--- src/rtl/dehaze_stream_framer.sv ---
// Dehaze stream framer: tags pixels from the dehaze core with frame
// position (sof/eol/eof), buffers them in a small FIFO and presents them
// as an AXI4-Stream master with a registered output stage.
// Optional macro FRAMER_LINE_TLAST_EN: when defined, m_axis_tlast marks
// every line end; otherwise it marks only the end of frame.
module dehaze_stream_framer #(
    parameter int IMG_WIDTH  = 512,
    parameter int IMG_HEIGHT = 512,
    parameter int FIFO_DEPTH = 16
) (
    input  logic        clk,
    input  logic        rst,
    input  logic        enable,
    input  logic [31:0] s_data,
    input  logic        s_valid,
    output logic [31:0] m_axis_tdata,
    output logic        m_axis_tvalid,
    input  logic        m_axis_tready,
    output logic        m_axis_tlast,
    output logic        m_axis_tuser,
    output logic        overflow,
    output logic        frame_done
);

    localparam int CW = (IMG_WIDTH > 1) ? $clog2(IMG_WIDTH) : 1;
    localparam int RW = (IMG_HEIGHT > 1) ? $clog2(IMG_HEIGHT) : 1;
    localparam int AW = $clog2(FIFO_DEPTH);
    localparam int EW = 35;
    localparam logic [CW-1:0] COL_LAST = CW'(IMG_WIDTH - 1);
    localparam logic [RW-1:0] ROW_LAST = RW'(IMG_HEIGHT - 1);
    localparam logic [AW:0]   CNT_FULL = (AW + 1)'(FIFO_DEPTH);

    typedef enum logic [1:0] {
        IDLE,
        ACTIVE,
        DRAIN
    } state_t;

    state_t        state;
    logic [CW-1:0] col;
    logic [RW-1:0] row;

    // Entry layout: {sof, eof, last, data}; "last" is the tlast tag chosen at push time
    logic [EW-1:0] mem [FIFO_DEPTH];
    logic [AW-1:0] wr_ptr;
    logic [AW-1:0] rd_ptr;
    logic [AW:0]   count;
    logic [EW-1:0] head;

    logic          acc;
    logic          full;
    logic          pop;
    logic          push;
    logic          sof;
    logic          eol;
    logic          eof;
    logic          last_tag;
    logic [EW-1:0] push_word;
    logic [EW-1:0] next_word;

    // Handshake decode, position tags and the word to store
    always_comb begin
        acc       = s_valid & enable;
        full      = (count == CNT_FULL);
        pop       = m_axis_tvalid & m_axis_tready;
        push      = acc & (~full | pop);
        sof       = (col == '0) && (row == '0);
        eol       = (col == COL_LAST);
        eof       = eol && (row == ROW_LAST);
`ifdef FRAMER_LINE_TLAST_EN
        last_tag  = eol;
`else
        last_tag  = eof;
`endif
        push_word = {sof, eof, last_tag, s_data};
        next_word = mem[rd_ptr + 1'b1];
    end

    // Output fields come straight from the head register
    always_comb begin
        m_axis_tdata = head[31:0];
        m_axis_tlast = head[32];
        m_axis_tuser = head[34];
    end

    // Column/row position; advances on every accepted beat, stored or dropped
    always_ff @(posedge clk or posedge rst) begin
        if (rst) begin
            col <= '0;
            row <= '0;
        end else if (acc) begin
            if (eol) begin
                col <= '0;
                row <= (row == ROW_LAST) ? '0 : row + 1'b1;
            end else begin
                col <= col + 1'b1;
            end
        end
    end

    // Beat storage (no reset needed: validity is tracked by count)
    always_ff @(posedge clk) begin
        if (push) begin
            mem[wr_ptr] <= push_word;
        end
    end

    // FIFO pointers and occupancy; occupancy includes the beat held in head
    always_ff @(posedge clk or posedge rst) begin
        if (rst) begin
            wr_ptr <= '0;
            rd_ptr <= '0;
            count  <= '0;
        end else begin
            if (push) begin
                wr_ptr <= wr_ptr + 1'b1;
            end
            if (pop) begin
                rd_ptr <= rd_ptr + 1'b1;
            end
            case ({push, pop})
                2'b10:   count <= count + 1'b1;
                2'b01:   count <= count - 1'b1;
                default: count <= count;
            endcase
        end
    end

    // Head register mirrors the oldest FIFO entry so the output is registered;
    // a push into an empty (or emptying) FIFO bypasses straight into it
    always_ff @(posedge clk or posedge rst) begin
        if (rst) begin
            head          <= '0;
            m_axis_tvalid <= 1'b0;
        end else if (pop) begin
            if (count > (AW + 1)'(1)) begin
                head <= next_word;
            end else if (push) begin
                head <= push_word;
            end else begin
                m_axis_tvalid <= 1'b0;
            end
        end else if (count == '0 && push) begin
            head          <= push_word;
            m_axis_tvalid <= 1'b1;
        end
    end

    // Sticky overflow and end-of-frame transfer pulse
    always_ff @(posedge clk or posedge rst) begin
        if (rst) begin
            overflow   <= 1'b0;
            frame_done <= 1'b0;
        end else begin
            overflow   <= overflow | (acc & full & ~pop);
            frame_done <= pop & head[33];
        end
    end

    // Frame progress FSM
    always_ff @(posedge clk or posedge rst) begin
        if (rst) begin
            state <= IDLE;
        end else begin
            case (state)
                IDLE: begin
                    if (acc) state <= ACTIVE;
                end
                ACTIVE: begin
                    if (acc && eof) state <= DRAIN;
                end
                DRAIN: begin
                    if (acc) begin
                        state <= ACTIVE;
                    end else if (pop && head[33]) begin
                        state <= IDLE;
                    end
                end
                default: state <= IDLE;
            endcase
        end
    end

endmodule

--- config.mk ---
export PLATFORM = sky130hd
export DESIGN_NAME = dehaze_stream_framer
export DESIGN_NICKNAME = d
export VERILOG_FILES = /design/src/rtl/dehaze_stream_framer.sv
export SDC_FILE = /design/constraint.sdc
export NUM_CORES = 1
export LEC_CHECK = 0
export CAP_MARGIN = 15
export CORE_UTILIZATION = 30
export CTS_BUF_LIST = sky130_fd_sc_hd__clkbuf_8
export CTS_CLUSTER_DIAMETER = 200
export CTS_CLUSTER_SIZE = 20
export DETAILED_ROUTE_END_ITERATION = 7
export GPL_ROUTABILITY_DRIVEN = 1
export HOLD_SLACK_MARGIN = 0.02
export PLACE_DENSITY_LB_ADDON = 0.1
export SYNTH_ARGS = -nofsm -noshare
export SYNTH_HDL_FRONTEND = slang
export SYNTH_SLANG_ARGS = --single-unit
--- constraint.sdc ---
create_clock -name clk -period 4 [get_ports clk]
set_clock_uncertainty 0.1 [all_clocks]
set_input_delay 1.2 -clock clk [delete_from_list [all_inputs] [get_ports clk]]
set_output_delay 1.2 -clock clk [all_outputs]
set_load 0.005 [all_outputs]
==> results of run 1 <==
-- how the worst max path moves through the flow --
stage                  startpoint    endpoint  slack, ps  cells past startpoint
finish                  rd_ptr[0]    head[12]        730                      7
global route            rd_ptr[0]    head[12]        560                      7
CTS                     rd_ptr[0]    head[12]        610                      7
detailed placement  m_axis_tready  mem[3][15]         70                      7
global placement    m_axis_tready   mem[3][6]         80                      7
floorplan                 s_valid  mem[15][0]        -70                      5
-- sequential cells by signal, summed over array words and instances, names as in the netlist --
register,cells
mem,544
head,34
col,9
row,9
count,5
rd_ptr,4
wr_ptr,4
frame_done,1
m_axis_tvalid,1
overflow,1
-- power by group --
part	switching (mW)	leakage (nW)	internal, mW	total (mW)
sequential	0.406	5.73	7.49	7.90
clock	1.98	0.404	0.885	2.86
combinational	3.52	2.87	3.01	6.53
total	5.90	9.01	11.4	17.3
-- cell usage after synthesis, types with 12 or more instances --
master      n
buf_1      12
buf_2      15
buf_4      20
clkbuf_1   16
dfrtp_1    68
edfxtp_1  544
ha_1       14
inv_1      78
mux4_2    136
nand2_1    59
nor2_1     66
nor2b_1    63
nor4_1     36
o22ai_1    34
o31ai_1    34
-- layout make-up --
| cell class | instances | area [sq um] | share of cell area [%] |
|---|---|---|---|
| tap | 1050 | 1310 | 4.77 |
| timing repair buffer | 132 | 1550 | 5.62 |
| multi-input combinational | 545 | 5720 | 20.8 |
| inverter | 79 | 299 | 1.09 |
| clock buffer | 37 | 509 | 1.85 |
| clock inverter | 28 | 118 | 0.427 |
| antenna | 1 | 2.50 | 0.00908 |
| sequential | 612 | 18000 | 65.5 |
-- stage by stage --
stage / cells / hold slack, ps / area [sq um] / setup TNS (ps) / setup slack, ps
3_5_place_dp: 2418 / 371 / 26900 / 0 / 67.1
4_1_cts: 2483 / 401 / 27600 / 0 / 608
3_3_place_gp: 2418 / 362 / 26900 / 0 / 80.8
5_1_grt: 2484 / 427 / 27600 / 0 / 564
2_1_floorplan: 1300 / 351 / 24200 / -14220 / -73.1
6_report: 2484 / 389 / 27600 / 0 / 725
-- cell families (layout without fill, tap and decap cells) --
logic type	after synthesis	after routing	synth area share (%)
flops	612	612	74.5
simple gates	278	278	5.94
buf+inv	143	276	2.64
mux	138	138	12.7
compound gates	97	97	2.78
xor+xnor	18	18	0.651
fa+ha+maj	14	14	0.724
other cells	0	1	0
-- layout by cell type, fill, tap and decap left out, types with 3 or more instances in the layout --
master / instances
nand2_1: 59
clkdlybuf4s50_1: 73
dfrtp_1: 67
nand4_1: 6
and2b_1: 5
nor4_1: 36
o22ai_1: 34
nand3_1: 6
or3_1: 3
xnor2_1: 10
ha_1: 13
buf_4: 29
nand2b_1: 3
o31ai_1: 34
nor3_4: 4
xor2_1: 8
nor2b_1: 63
nor2_4: 13
nor2_1: 53
inv_1: 102
and3_1: 7
mux4_2: 136
nor3_1: 5
a21oi_1: 6
and2_1: 4
edfxtp_1: 544
clkbuf_8: 37
a21oi_4: 3
buf_12: 30
o21ai_0: 10
-- per-layer routing --
layer | global-route usage [%] | vias up | part of all wire [%]
li1 | - | 5276 | -
met1 | 21.3 | 6451 | 46
met2 | 25.7 | 165 | 50
met3 | 2.11 | 51 | 3.0
met4 | 2.83 | 0 | 1.4
met5 | 0 | - | 0
==> qor.csv, run 1 <==
stage,metric,value,unit
outcome,status,"complete, no violations",
critical_path,r2r_cells,7,
critical_path,slowest_delay,830,ps
clock_network,clockBufferDepth,3,
final_layout,area_delta_synth_final,13.9,%
clock_network,path_clk_slew,130,ps
global_routing,grt_max_degree,69,
clock_network,htree_levels,2,
global_routing,antenna_found_initial,2,
clock_network,cts_num_sinks,612,
global_routing,grt_pass1_wl,91.0,mm
logic_synthesis,synthDistinctLibCells,49,
final_layout,drive_gt1_share,18.7,%
clock_network,numCtsBuffers,36,
logic_synthesis,synth_edf_count,544,
logic_synthesis,synthCells,1300,
drt,via_per_inst,4.81,
hold_path,holdCritStartpoint,overflow,
logic_synthesis,synth_flop_cell,edfxtp_1,
logic_synthesis,ys_warn_count,0,
sta,layout_min_cycle_time,3270,ps
logic_synthesis,async_reset_ff_share,11.1,%
global_routing,first_global_vias,12700,
clock_network,cts_tree,done,
placed_design,numPortBuffers,73,
critical_path,cp_max_fo,36,
clock_network,postCtsSetupBuffers,0,
clock_network,postCtsHoldBufs,0,
sta,final_hold_viol_count,0,
drt,routedWlPerCell,24.8,microns
critical_path,cp_top_family,adder cells,
clock_network,root_buffer,clkbuf_8,
global_routing,grt_overflow,0,
drt,route.detailed.drc,0,
power_and_ir_drop,power.leakage,9.01,nW
hold_path,hold_path_depth,1,
drt,ant_nets,0,
power_and_ir_drop,ir_worst_vdd,0.500,mV
hold_path,worstHoldPathType,flip-flop to flip-flop,
floorplanning,die_area,81800,sq um
logic_synthesis,synth_top_area_cell,edfxtp_1,
critical_path,reg2reg_slack,730,ps
logic_synthesis,synthTopCellsByArea,"edfxtp_1 (68%), mux4_2 (13%), dfrtp_1 (7.0%), nor2b_1 (1.6%), inv_1 (1.2%)",
floorplanning,die_height,286,microns
critical_path,slowest_stage,ha_4,
logic_synthesis,syn_area_per_cell,18.6,sq um
placed_design,gp_congestion,0.701,
logic_synthesis,syn-cell-area,24200,sq um
drt,drt_pass1_iterations,5,
final_layout,fillCellCount,7557,
floorplanning,rows,103,
critical_path,required,4390,ps
critical_path,crit_path_end_kind,flip-flop,
logic_synthesis,ys_ff_latch,612,
sta,fmax,305,MHz
final_layout,final_net_count,1457,
power_and_ir_drop,power_density,627,nW/um^2
sta,finalCritPeriodShare,81.9,%
clock_network,cts_resized,0,
final_layout,postLayoutCoreUtil,34.7,%
sta,slew_violations,0,
logic_synthesis,syn_nets,1351,
power_and_ir_drop,power,17.3,mW
logic_synthesis,ys_seq_area_share,74.5,%
critical_path,cp_num_buf_inv,2,
floorplanning,core-area,79400,sq um
floorplanning,die_w,286,microns
global_routing,track_usage,15.3,%
critical_path,arrival,3660,ps
hold_path,min_to,overflow,
drt,first_iter_violations,838,
floorplanning,initial_core_util,30.5,%
sta,worst_pin_slew,962,ps
job,cap_viol_max_count,0,
sta,slew-limit-headroom,35.8,%
placed_design,place_hpwl,35.6,mm
critical_path,r2r-start,rd_ptr[0],
sta,setup_viol,0,
critical_path,worstSetupPathType,flip-flop to flip-flop,
critical_path,path_cells,ha_4 -> buf_4 -> mux4_2 -> inv_1 -> o22ai_1 -> nor4_1 -> o31ai_1,
drt,wl,61.7,mm
drt,vias,11900,
critical_path,r2r_end,head[12],
clock_network,clock_latency,650,ps
logic_synthesis,synth_top_cell_area_share,67.5,%
sta,rsz0062_at_grt,false,
critical_path,crit_path_start_kind,flip-flop,
floorplanning,ios,74,
Power figures use the tool's default switching activity.
==> run 2: changes to the inputs <==
Clock period 4 ns to 3.4 ns, I/O delays scaled along.
==> run 2 against run 1 <==
Compared with the run above:
- critical path depth grew 2
- final area grew 0.57%
- final cell count grew 0.20%
- first-iteration DRC count shrank 3.5%
- clock power grew 16%
- fmax grew 17%
- total power grew 17%
- hold slack lost 2.4 ps
- non-clock buffer count grew 9
- sequential cell count is the same
- count of clock-buffer cells in the layout is the same
- critical path type unchanged
==> qor.csv, run 2 (synthesis results as in run 1) <==
stage,metric,value,unit
outcome,status,"complete, no violations",
final_layout,largest_reg_flops,544,
clock_network,clockBufferDepth,3,
critical_path,r2r-start,rd_ptr[0],
final_layout,drive_gt1_share,19.1,%
final_layout,regMostFlops,mem,
drt,routedWlPerCell,24.4,microns
global_routing,grt_pass1_wl,90.8,mm
final_layout,fillCellCount,7577,
clock_network,path_clk_slew,140,ps
global_routing,first_global_vias,12900,
clock_network,htree_levels,2,
sta,setup_ws,609,ps
critical_path,r2r_end,head[15],
global_routing,track_usage,15.2,%
critical_path,crit_path_end_kind,flip-flop,
placed_design,dpl-instance-area,27100,sq um
power_and_ir_drop,power.leakage,9.08,nW
floorplanning,initial_core_util,30.5,%
floorplanning,die_w,286,microns
final_layout,final_net_count,1466,
sta,finalCritPeriodShare,82.1,%
hold_path,min_to,overflow,
drt,first_iter_violations,809,
final_layout,top_regs,"mem: 544 flops, head: 34 flops",
global_routing,grt_max_degree,71,
critical_path,worstSetupPathType,flip-flop to flip-flop,
sta,final.setup.tns,0,ps
clock_network,cts_tree,done,
sta,final_hold_viol_count,0,
sta,fmax,358,MHz
critical_path,required,3830,ps
clock_network,cts_resized,0,
clock_network,cts_num_sinks,612,
clock_network,clock_latency,640,ps
clock_network,postCtsHoldBufs,0,
hold_path,hold_path_depth,1,
power_and_ir_drop,ir_worst_vdd,0.602,mV
drt,ant_nets,0,
sta,setup_viol,0,
floorplanning,die_height,286,microns
clock_network,postCtsSetupBuffers,0,
power_and_ir_drop,power,20.3,mW
critical_path,r2r_cells,9,
sta,rsz0062_at_grt,false,
global_routing,antenna_found_initial,1,
clock_network,numCtsBuffers,36,
floorplanning,ios,74,
critical_path,crit_path_start_kind,flip-flop,
sta,slew-limit-headroom,45.1,%
clock_network,root_buffer,clkbuf_8,
final_layout,layout_common_cells,"edfxtp_1 (544), mux4_2 (136), inv_1 (100), clkdlybuf4s50_1 (73), dfrtp_1 (67)",
power_and_ir_drop,power_density,731,nW/um^2
floorplanning,die_area,81800,sq um
floorplanning,rows,103,
drt,drt_pass1_iterations,5,
sta,worst_pin_slew,824,ps
critical_path,cp_max_fo,68,
drt,vias,11900,
critical_path,reg2reg_slack,610,ps
floorplanning,core-area,79400,sq um
placed_design,numPortBuffers,73,
sta,whs,387,ps
hold_path,holdCritStartpoint,overflow,
drt,wl,60.6,mm
final_layout,finalInstanceArea,27700,sq um
sta,slew_violations,0,
hold_path,worstHoldPathType,flip-flop to flip-flop,
drt,via_per_inst,4.80,
final_layout,seqCellArea,18000,sq um
drt,route.detailed.drc,0,
placed_design,gp_congestion,0.712,
placed_design,place_hpwl,36.1,mm
global_routing,grt_overflow,0,
final_layout,multi_input_area,5720,sq um
placed_design,dp_worst_setup_slack,-117,ps
job,cap_viol_max_count,0,
sta,layout_min_cycle_time,2790,ps
critical_path,arrival,3220,ps
final_layout,area_delta_synth_final,14.5,%
final_layout,final_common_cell,edfxtp_1,
[run 2: changes by cell type in the layout (fill, tap and decap cells not counted)]
cell	before	now
buf_12	30	39
clkinvlp_4	2	0
inv_1	102	100
[run 2: critical path, cell delays in order (launching register included)]
cell     delay, ps
dfrtp_4        500
buf_12         430
nand3_1        180
nor2_1         220
a21oi_4         50
buf_12         200
o22ai_1        440
nor4_1         140
buf_4          160
o31ai_1        220
[run 2: report_power, final]
group | switching [mW] | total (mW) | leakage, nW | internal, mW
clock network | 2.29 | 3.33 | 0.393 | 1.03
logic | 4.12 | 7.71 | 2.95 | 3.59
registers | 0.409 | 9.22 | 5.73 | 8.81
total | 6.82 | 20.3 | 9.08 | 13.4
[run 2: cell type report]
type | count | area share [%]
Multi-Input combinational cell | 545 | 20.7
Clock buffer | 37 | 1.84
Timing Repair Buffer | 141 | 6.24
Sequential cell | 612 | 65.1
Antenna cell | 1 | 0.00903
Clock inverter | 24 | 0.343
Tap cell | 1050 | 4.74
Inverter | 79 | 1.08
[run 2: metal layers]
layer  up-vias  track usage (%)  part of all wire (%)
met5         -                0                     0
met4         0             2.97                   1.6
met3        48             1.73                   2.4
met2       156             25.7                    50
met1      6443             21.3                    46
li1       5288                -                     -
[run 2: through the flow]
step                std cells  util (%)
finish                   2489      34.9
global route             2489      34.9
CTS                      2488      34.9
detailed placement       2427      34.1
global placement         2427      34.1
floorplan                1300         -
[run 2: worst max-delay path by stage]
stage	from	endpoint	slack (ps)	cells after the start
after floorplan	s_valid	mem[15][0]	-490	5
after global placement	m_axis_tready	mem[7][9]	-140	7
after detailed placement	m_axis_tready	mem[7][7]	-120	7
after CTS	count[0]	mem[7][4]	490	8
after global routing	rd_ptr[0]	head[15]	360	9
final	rd_ptr[0]	head[15]	610	9
